==> src/rtl/io_spi_pkg.sv <==
// Shared constants and state type for the IO SPI link blocks.
// The IOMODE values mirror the IO module's operating-mode encoding used elsewhere in the link.
package io_spi_pkg;

    localparam int SPI_WORD_WIDTH = 8;

    localparam logic [1:0] IOMODE_MGMT  = 2'd0;
    localparam logic [1:0] IOMODE_IN    = 2'd1;
    localparam logic [1:0] IOMODE_OUT   = 2'd2;
    localparam logic [1:0] IOMODE_FAULT = 2'd3;

    typedef enum logic {
        IDLE   = 1'b0,
        ACTIVE = 1'b1
    } rx_state_t;

endpackage

==> src/rtl/io_spi_sync.sv <==
// Multi-flop synchronizer for one asynchronous input, with a selectable reset value.
module io_spi_sync #(
    parameter int   STAGES    = 2,
    parameter logic RESET_VAL = 1'b0
) (
    input  logic clk_in,
    input  logic n_reset,
    input  logic d,
    output logic q
);

    logic [STAGES-1:0] sync_q;

    always_ff @(posedge clk_in or negedge n_reset) begin
        if (!n_reset) begin
            sync_q <= {STAGES{RESET_VAL}};
        end else begin
            sync_q <= {sync_q[STAGES-2:0], d};
        end
    end

    assign q = sync_q[STAGES-1];

endmodule

==> src/rtl/io_spi_rx_interface.sv <==
// SPI mode-0 responder: oversamples an external master on clk_in, assembles MSB-first words
// for the controller and shifts controller-supplied words out on miso.
//
//   state  | meaning
//   -------+-------------------------------------------------------------
//   IDLE   | n_ss high; sclk edges ignored, miso tristated
//   ACTIVE | n_ss low; sample mosi on sclk rise, update miso on sclk fall
module io_spi_rx_interface
    import io_spi_pkg::*;
#(
    parameter int WIDTH       = SPI_WORD_WIDTH,
    parameter int SYNC_STAGES = 2,
    parameter int COUNT_WIDTH = 8
) (
    input  logic                   clk_in,
    input  logic                   n_reset,
    input  logic                   spi_sclk,
    input  logic                   spi_n_ss,
    input  logic                   spi_mosi,
    output logic                   spi_miso,
    output logic                   spi_miso_oe,
    input  logic [WIDTH-1:0]       tx_buffer,
    output logic                   tx_load,
    output logic [WIDTH-1:0]       rx_buffer,
    output logic                   rx_valid,
    input  logic                   rx_ack,
    output logic                   frame_start,
    output logic                   frame_end,
    output logic                   overrun,
    output logic [COUNT_WIDTH-1:0] word_count
);

    localparam int              BCW      = $clog2(WIDTH);
    localparam logic [BCW-1:0] BIT_LAST = BCW'(WIDTH - 1);

    logic sclk_sync, ss_sync, mosi_sync;
    logic sclk_d, ss_d;
    logic rise_e, fall_e, ss_fall_e, ss_rise_e;

    rx_state_t state, state_next;
    logic      boundary, shift_rx, shift_tx;

    logic [BCW-1:0]   bit_cnt;
    logic [WIDTH-1:0] rx_shift, tx_shift, rx_word;

    io_spi_sync #(.STAGES(SYNC_STAGES), .RESET_VAL(1'b0)) u_sync_sclk (
        .clk_in (clk_in), .n_reset (n_reset), .d (spi_sclk), .q (sclk_sync)
    );
    io_spi_sync #(.STAGES(SYNC_STAGES), .RESET_VAL(1'b1)) u_sync_ss (
        .clk_in (clk_in), .n_reset (n_reset), .d (spi_n_ss), .q (ss_sync)
    );
    io_spi_sync #(.STAGES(SYNC_STAGES), .RESET_VAL(1'b0)) u_sync_mosi (
        .clk_in (clk_in), .n_reset (n_reset), .d (spi_mosi), .q (mosi_sync)
    );

    // Strobes are registered so every consumer sees a clean single-cycle pulse.
    always_ff @(posedge clk_in or negedge n_reset) begin
        if (!n_reset) begin
            sclk_d    <= 1'b0;
            ss_d      <= 1'b1;
            rise_e    <= 1'b0;
            fall_e    <= 1'b0;
            ss_fall_e <= 1'b0;
            ss_rise_e <= 1'b0;
        end else begin
            sclk_d    <= sclk_sync;
            ss_d      <= ss_sync;
            rise_e    <= sclk_sync & ~sclk_d;
            fall_e    <= ~sclk_sync & sclk_d;
            ss_fall_e <= ~ss_sync & ss_d;
            ss_rise_e <= ss_sync & ~ss_d;
        end
    end

    always_ff @(posedge clk_in or negedge n_reset) begin
        if (!n_reset) state <= IDLE;
        else          state <= state_next;
    end

    always_comb begin
        state_next  = state;
        frame_start = 1'b0;
        frame_end   = 1'b0;
        boundary    = 1'b0;
        shift_rx    = 1'b0;
        shift_tx    = 1'b0;
        tx_load     = 1'b0;
        case (state)
            IDLE: begin
                if (ss_fall_e) begin
                    state_next  = ACTIVE;
                    frame_start = 1'b1;
                end
            end
            ACTIVE: begin
                if (ss_rise_e) begin
                    state_next = IDLE;
                    frame_end  = 1'b1;
                end else begin
                    shift_rx = rise_e;
                    shift_tx = fall_e;
                    boundary = rise_e && (bit_cnt == BIT_LAST);
                end
            end
            default: state_next = IDLE;
        endcase
        tx_load = frame_start | boundary;
    end

    assign rx_word = {rx_shift[WIDTH-2:0], mosi_sync};

    always_ff @(posedge clk_in or negedge n_reset) begin
        if (!n_reset) begin
            bit_cnt     <= '0;
            rx_shift    <= '0;
            tx_shift    <= '0;
            rx_buffer   <= '0;
            rx_valid    <= 1'b0;
            overrun     <= 1'b0;
            word_count  <= '0;
            spi_miso    <= 1'b0;
            spi_miso_oe <= 1'b0;
        end else begin
            if (frame_start) begin
                bit_cnt     <= '0;
                word_count  <= '0;
                overrun     <= 1'b0;
                tx_shift    <= tx_buffer;
                spi_miso    <= tx_buffer[WIDTH-1];
                spi_miso_oe <= 1'b1;
            end
            // Abort drops any partial word; completed words stay visible to the consumer.
            if (frame_end) begin
                bit_cnt     <= '0;
                spi_miso    <= 1'b0;
                spi_miso_oe <= 1'b0;
            end
            if (shift_rx) begin
                rx_shift <= rx_word;
                bit_cnt  <= boundary ? '0 : bit_cnt + 1'b1;
            end
            if (boundary) begin
                tx_shift <= tx_buffer;
                if (~&word_count) word_count <= word_count + 1'b1;
            end
            if (shift_tx) begin
                if (bit_cnt == '0) begin
                    spi_miso <= tx_shift[WIDTH-1];
                end else begin
                    tx_shift <= {tx_shift[WIDTH-2:0], 1'b0};
                    spi_miso <= tx_shift[WIDTH-2];
                end
            end
            if (boundary) begin
                if (!rx_valid || rx_ack) begin
                    rx_buffer <= rx_word;
                    rx_valid  <= 1'b1;
                end else begin
                    overrun <= 1'b1;
                end
            end else if (rx_ack) begin
                rx_valid <= 1'b0;
            end
        end
    end

endmodule

==> config.mk <==
export PLATFORM = sky130hd
export DESIGN_NAME = io_spi_rx_interface
export DESIGN_NICKNAME = d
export VERILOG_FILES = /design/src/rtl/io_spi_pkg.sv /design/src/rtl/io_spi_sync.sv /design/src/rtl/io_spi_rx_interface.sv
export SDC_FILE = /design/constraint.sdc
export NUM_CORES = 1
export LEC_CHECK = 0
export ABC_AREA = 0
export CAP_MARGIN = 20
export CORE_UTILIZATION = 54
export CTS_BUF_LIST = sky130_fd_sc_hd__clkbuf_8
export DETAILED_ROUTE_END_ITERATION = 16
export GPL_TIMING_DRIVEN = 0
export HOLD_SLACK_MARGIN = 0.12
export PLACE_DENSITY = 0.9
export SETUP_SLACK_MARGIN = 0.02
export SYNTH_ARGS = -nofsm -noshare
export SYNTH_HDL_FRONTEND = slang
export SYNTH_SLANG_ARGS = --single-unit
==> constraint.sdc <==
create_clock -name clk_in -period 2.15 [get_ports clk_in]
set_input_delay 0.5375 -clock clk_in [delete_from_list [all_inputs] [get_ports clk_in]]
set_output_delay 0.5375 -clock clk_in [all_outputs]
set_load 0.05 [all_outputs]
==> results by group <==
Status
  – Outcome: finished, final reports clean

Finish
  – N_diodes: 0
  – Layout cells sized above 1: 22.6%
  – Commonest non-fill, non-tap cell in the layout: dfrtp_1
  – Final Core Density: 73.8%
  – Most frequent cells in the layout: dfrtp_1 (47), clkdlybuf4s50_1 (24), nor2_1 (14), a21oi_1 (12), o21ai_0 (10)
  – Area Overhead vs Synth: 27.2%
  – Nets@finish: 238

GRT
  – Grt total ovfl: 0
  – Number of global-route vias before repair: 1,426
  – Largest net degree at the start of global routing: 30
  – Global-route wire length before repair: 6.96 mm
  – Gr usage total: 21.9%
  – Initial antenna violation count: 0

Pwr
  – Cell Pwr Density: 834 nW/um^2
  – Worst IR Drop VDD: 0.599 mV
  – Switching pwr: 0.648 mW
  – Switching Share: 27.7%
  – Design internal power: 1.69 mW
  – Flop pwr share: 52.3%
  – Clock power frac: 30.3%
  – Logic pwr share: 17.3%
  – LEAKAGE: 1.38 nW

Routing
  – Routed vias/inst: 5.57
  – Antenna-violating nets left: 0
  – Post-Route WL: 4.09 mm
  – DR iter-0 viols: 106
  – Vias: 1,498
  – DRC: 0
  – 1st-pass router iterations: 4
  – Routed length per placed instance: 15.2 um

Placement
  – Gp weighted congestion: 0.796
  – Pre-CTS setup slack: -0.449 ns
  – Port Buffer Count: 36
  – DP HPWL: 2.69 mm

Floorplan
  – DIE WIDTH: 65.9 um
  – Placeable Area: 3800 um^2
  – Ports: 37
  – Die Area: 4340 um^2
  – Initial Utilization: 58.1%
  – Num rows: 22
  – Die height: 65.9 um

Worst setup path
  – Cell family contributing the most delay on the critical path: buffers and inverters
  – Setup CP Type: reg2out
  – Critical Path Source Type: register
  – Max FO, Critical Path: 5
  – CP Capture Type: primary output
  – Worst EP required: 1.61 ns
  – Worst path slowest cell: clkdlybuf4s50_1
  – Crit-path max cell delay: 0.83 ns
  – CP Buf/Inv Count: 1
  – WP data arrival: 1.56 ns
  – Cell Chain, Critical Path: clkdlybuf4s50_1

Synth
  – Sequential share of the synthesized area: 58.0%
  – Syn Nets: 193
  – YS warnings: 0
  – FF+latch count, synth: 51
  – Post-Synthesis Cell Area: 2210 um^2
  – Post-Synthesis Cells: 175
  – Mapped Avg Cell Area: 12.6 um^2
  – Synth cell types: 39

CTS
  – CTS Hold Bufs: 0
  – Clk root buf: clkbuf_8
  – Longest Clk Path Bufs: 2
  – CTS Buf Count: 5
  – H-Tree Level Count: 2
  – Clk slew on worst S/H paths: 0.09 ns
  – Skew-Pair Late Insertion Delay: 0.31 ns
  – CTS tree: done
  – CTS Sinks: 51

Worst hold path
  – HP Class: in2async

STA
  – Crit share post-route: 97.5%
  – Slew Viols, Final: 0
  – Fin crit period: 2.10 ns
  – Fmax: 477 MHz
  – Pin slew with the least headroom to its limit: 0.511 ns
  – RSZ-0062 raised after global routing: no
  – Setup WS post-layout: 0.0542 ns
  – Fin. Hold Viols: 0
  – Skew final: 0.00663 ns
  – Slew margin rel.: 65.9%
  – Final setup violating endpoints: 0

Run
  – Max_cap viols: 0
## metrics by stage
step / instance area, um^2 / std cells / power (mW) / hold WS, ns / setup TNS (ns)
3_3_place_gp: 2630 / 259 / 1.60 / 0.336 / -41.24
3_5_place_dp: 2640 / 260 / 1.64 / 0.338 / -0.608
2_1_floorplan: 2210 / 175 / 1.48 / 0.242 / 0
6_report: 2810 / 269 / 2.34 / 0.186 / 0
4_1_cts: 2780 / 268 / 2.35 / 0.208 / -0.0472
5_1_grt: 2810 / 269 / 2.44 / 0.228 / 0
## final timing paths
check                                                 from                               to  slack [ns]  cells past startpoint
max                                word_count[1]$_DFF_PN0_                    word_count[1]        0.05                      1
min                                                n_reset  u_sync_mosi.sync_q[0]$_DFF_PN0_        0.19                      1
max reg2reg                         bit_cnt[1]$_DFFE_PN0P_          word_count[5]$_DFF_PN0_        0.28                      7
min reg2reg                u_sync_mosi.sync_q[0]$_DFF_PN0_  u_sync_mosi.sync_q[1]$_DFF_PN0_        0.36                      0
max in group asynchronous                          n_reset                  state$_DFF_PN0_        1.44                      2
min in group clk_in        u_sync_mosi.sync_q[0]$_DFF_PN0_  u_sync_mosi.sync_q[1]$_DFF_PN0_        0.36                      0
## state kept, by name, indices dropped and copies added (netlist names)
name	count
u_sync_sclk.sync_q	2
fall_e	1
word_count	8
state	1
sclk_d	1
ss_rise_e	1
u_sync_mosi.sync_q	2
rx_valid	1
u_sync_ss.sync_q	2
bit_cnt	3
tx_shift	8
ss_d	1
rx_shift	7
rise_e	1
ss_fall_e	1
rx_buffer	8
spi_miso	1
spi_miso_oe	1
overrun	1
## kinds of logic (layout without fill, tap and decap cells)
group / after synthesis / count (layout) / share of synthesized area [%]
flops: 51 / 51 / 58.0
simple gates: 50 / 50 / 13.2
compound gates: 33 / 33 / 9.53
mux: 26 / 26 / 14.1
buf+inv: 11 / 57 / 2.89
fa+ha+maj: 4 / 4 / 2.27
## repair_timing
action,4_1_cts,5_1_grt
cloned,0,0
endpoints found under the setup margin,6,8
pin swaps,1,0
buffers inserted,0,1
gates resized for setup,21,8
## per-layer routing
metal	GRT usage, %	vias up	share of wire, %	routed length (um)
li1	-	710	-	-
met1	28.4	739	46	1880
met2	34.4	38	48	1980
met3	5.86	11	3.5	145
met4	9.24	0	2.0	83
met5	0	-	0	0
## synth_stat cells
cell      number  area share (%)
a211o_1        2            0.79
a21boi_0       1            0.34
a21oi_1       12             2.7
a22o_1         2            0.79
a31oi_1        2            0.57
a31oi_4        1            0.96
and2_2         1            0.34
and2_4         1            0.40
and2b_2        1            0.40
and3_1         3            0.85
and4_1         1            0.40
and4b_1        1            0.45
buf_2          3            0.68
buf_6          1            0.51
buf_8          1            0.68
dfrtp_1       48              54
dfstp_2        3             3.6
ha_1           4             2.3
inv_1          5            0.85
inv_2          1            0.17
mux2_2         9             4.6
mux2_4         8             5.4
mux2i_1        9             4.1
nand2_1        7             1.2
nand2_2        1            0.28
nand2_4        1            0.51
nand2b_1       3            0.85
nand3_1        4            0.91
nand4_1        3            0.85
nand4b_4       1             1.1
nor2_1        14             2.4
nor2b_1        4             1.1
nor3_1         2            0.45
nor4b_1        1            0.40
o21a_1         1            0.34
o21ai_0       10             2.3
o311ai_0       1            0.40
o31ai_1        1            0.34
or2_2          1            0.28
## worst register-to-register path, stage by stage (launching register included)
cell and delay (ns):
dfrtp_1 0.39, ha_2 0.21, ha_4 0.16, nand4b_4 0.14, buf_4 0.21, a31oi_4 0.23, nor2_1 0.09, a211o_1 0.32
## power groups by stage
stage / Combinational, mW / Clock [mW] / Sequential [mW]
floorplan: 0.231 / 0 / 1.25
global placement: 0.377 / 0 / 1.22
detailed placement: 0.401 / 0 / 1.24
CTS: 0.411 / 0.712 / 1.22
global route: 0.452 / 0.748 / 1.24
finish: 0.405 / 0.709 / 1.22
## final cells by class
class                      instances  area, um^2
sequential                        51        1280
clock buffer                       6        82.6
fill                             263         993
timing repair buffer              38         393
multi-input combinational        113         886
inverter                           6        22.5
clock inverter                     2        38.8
buffer                             5        41.3
tap                               48        60.1
Note: power is estimated with default switching activity, not from simulation.
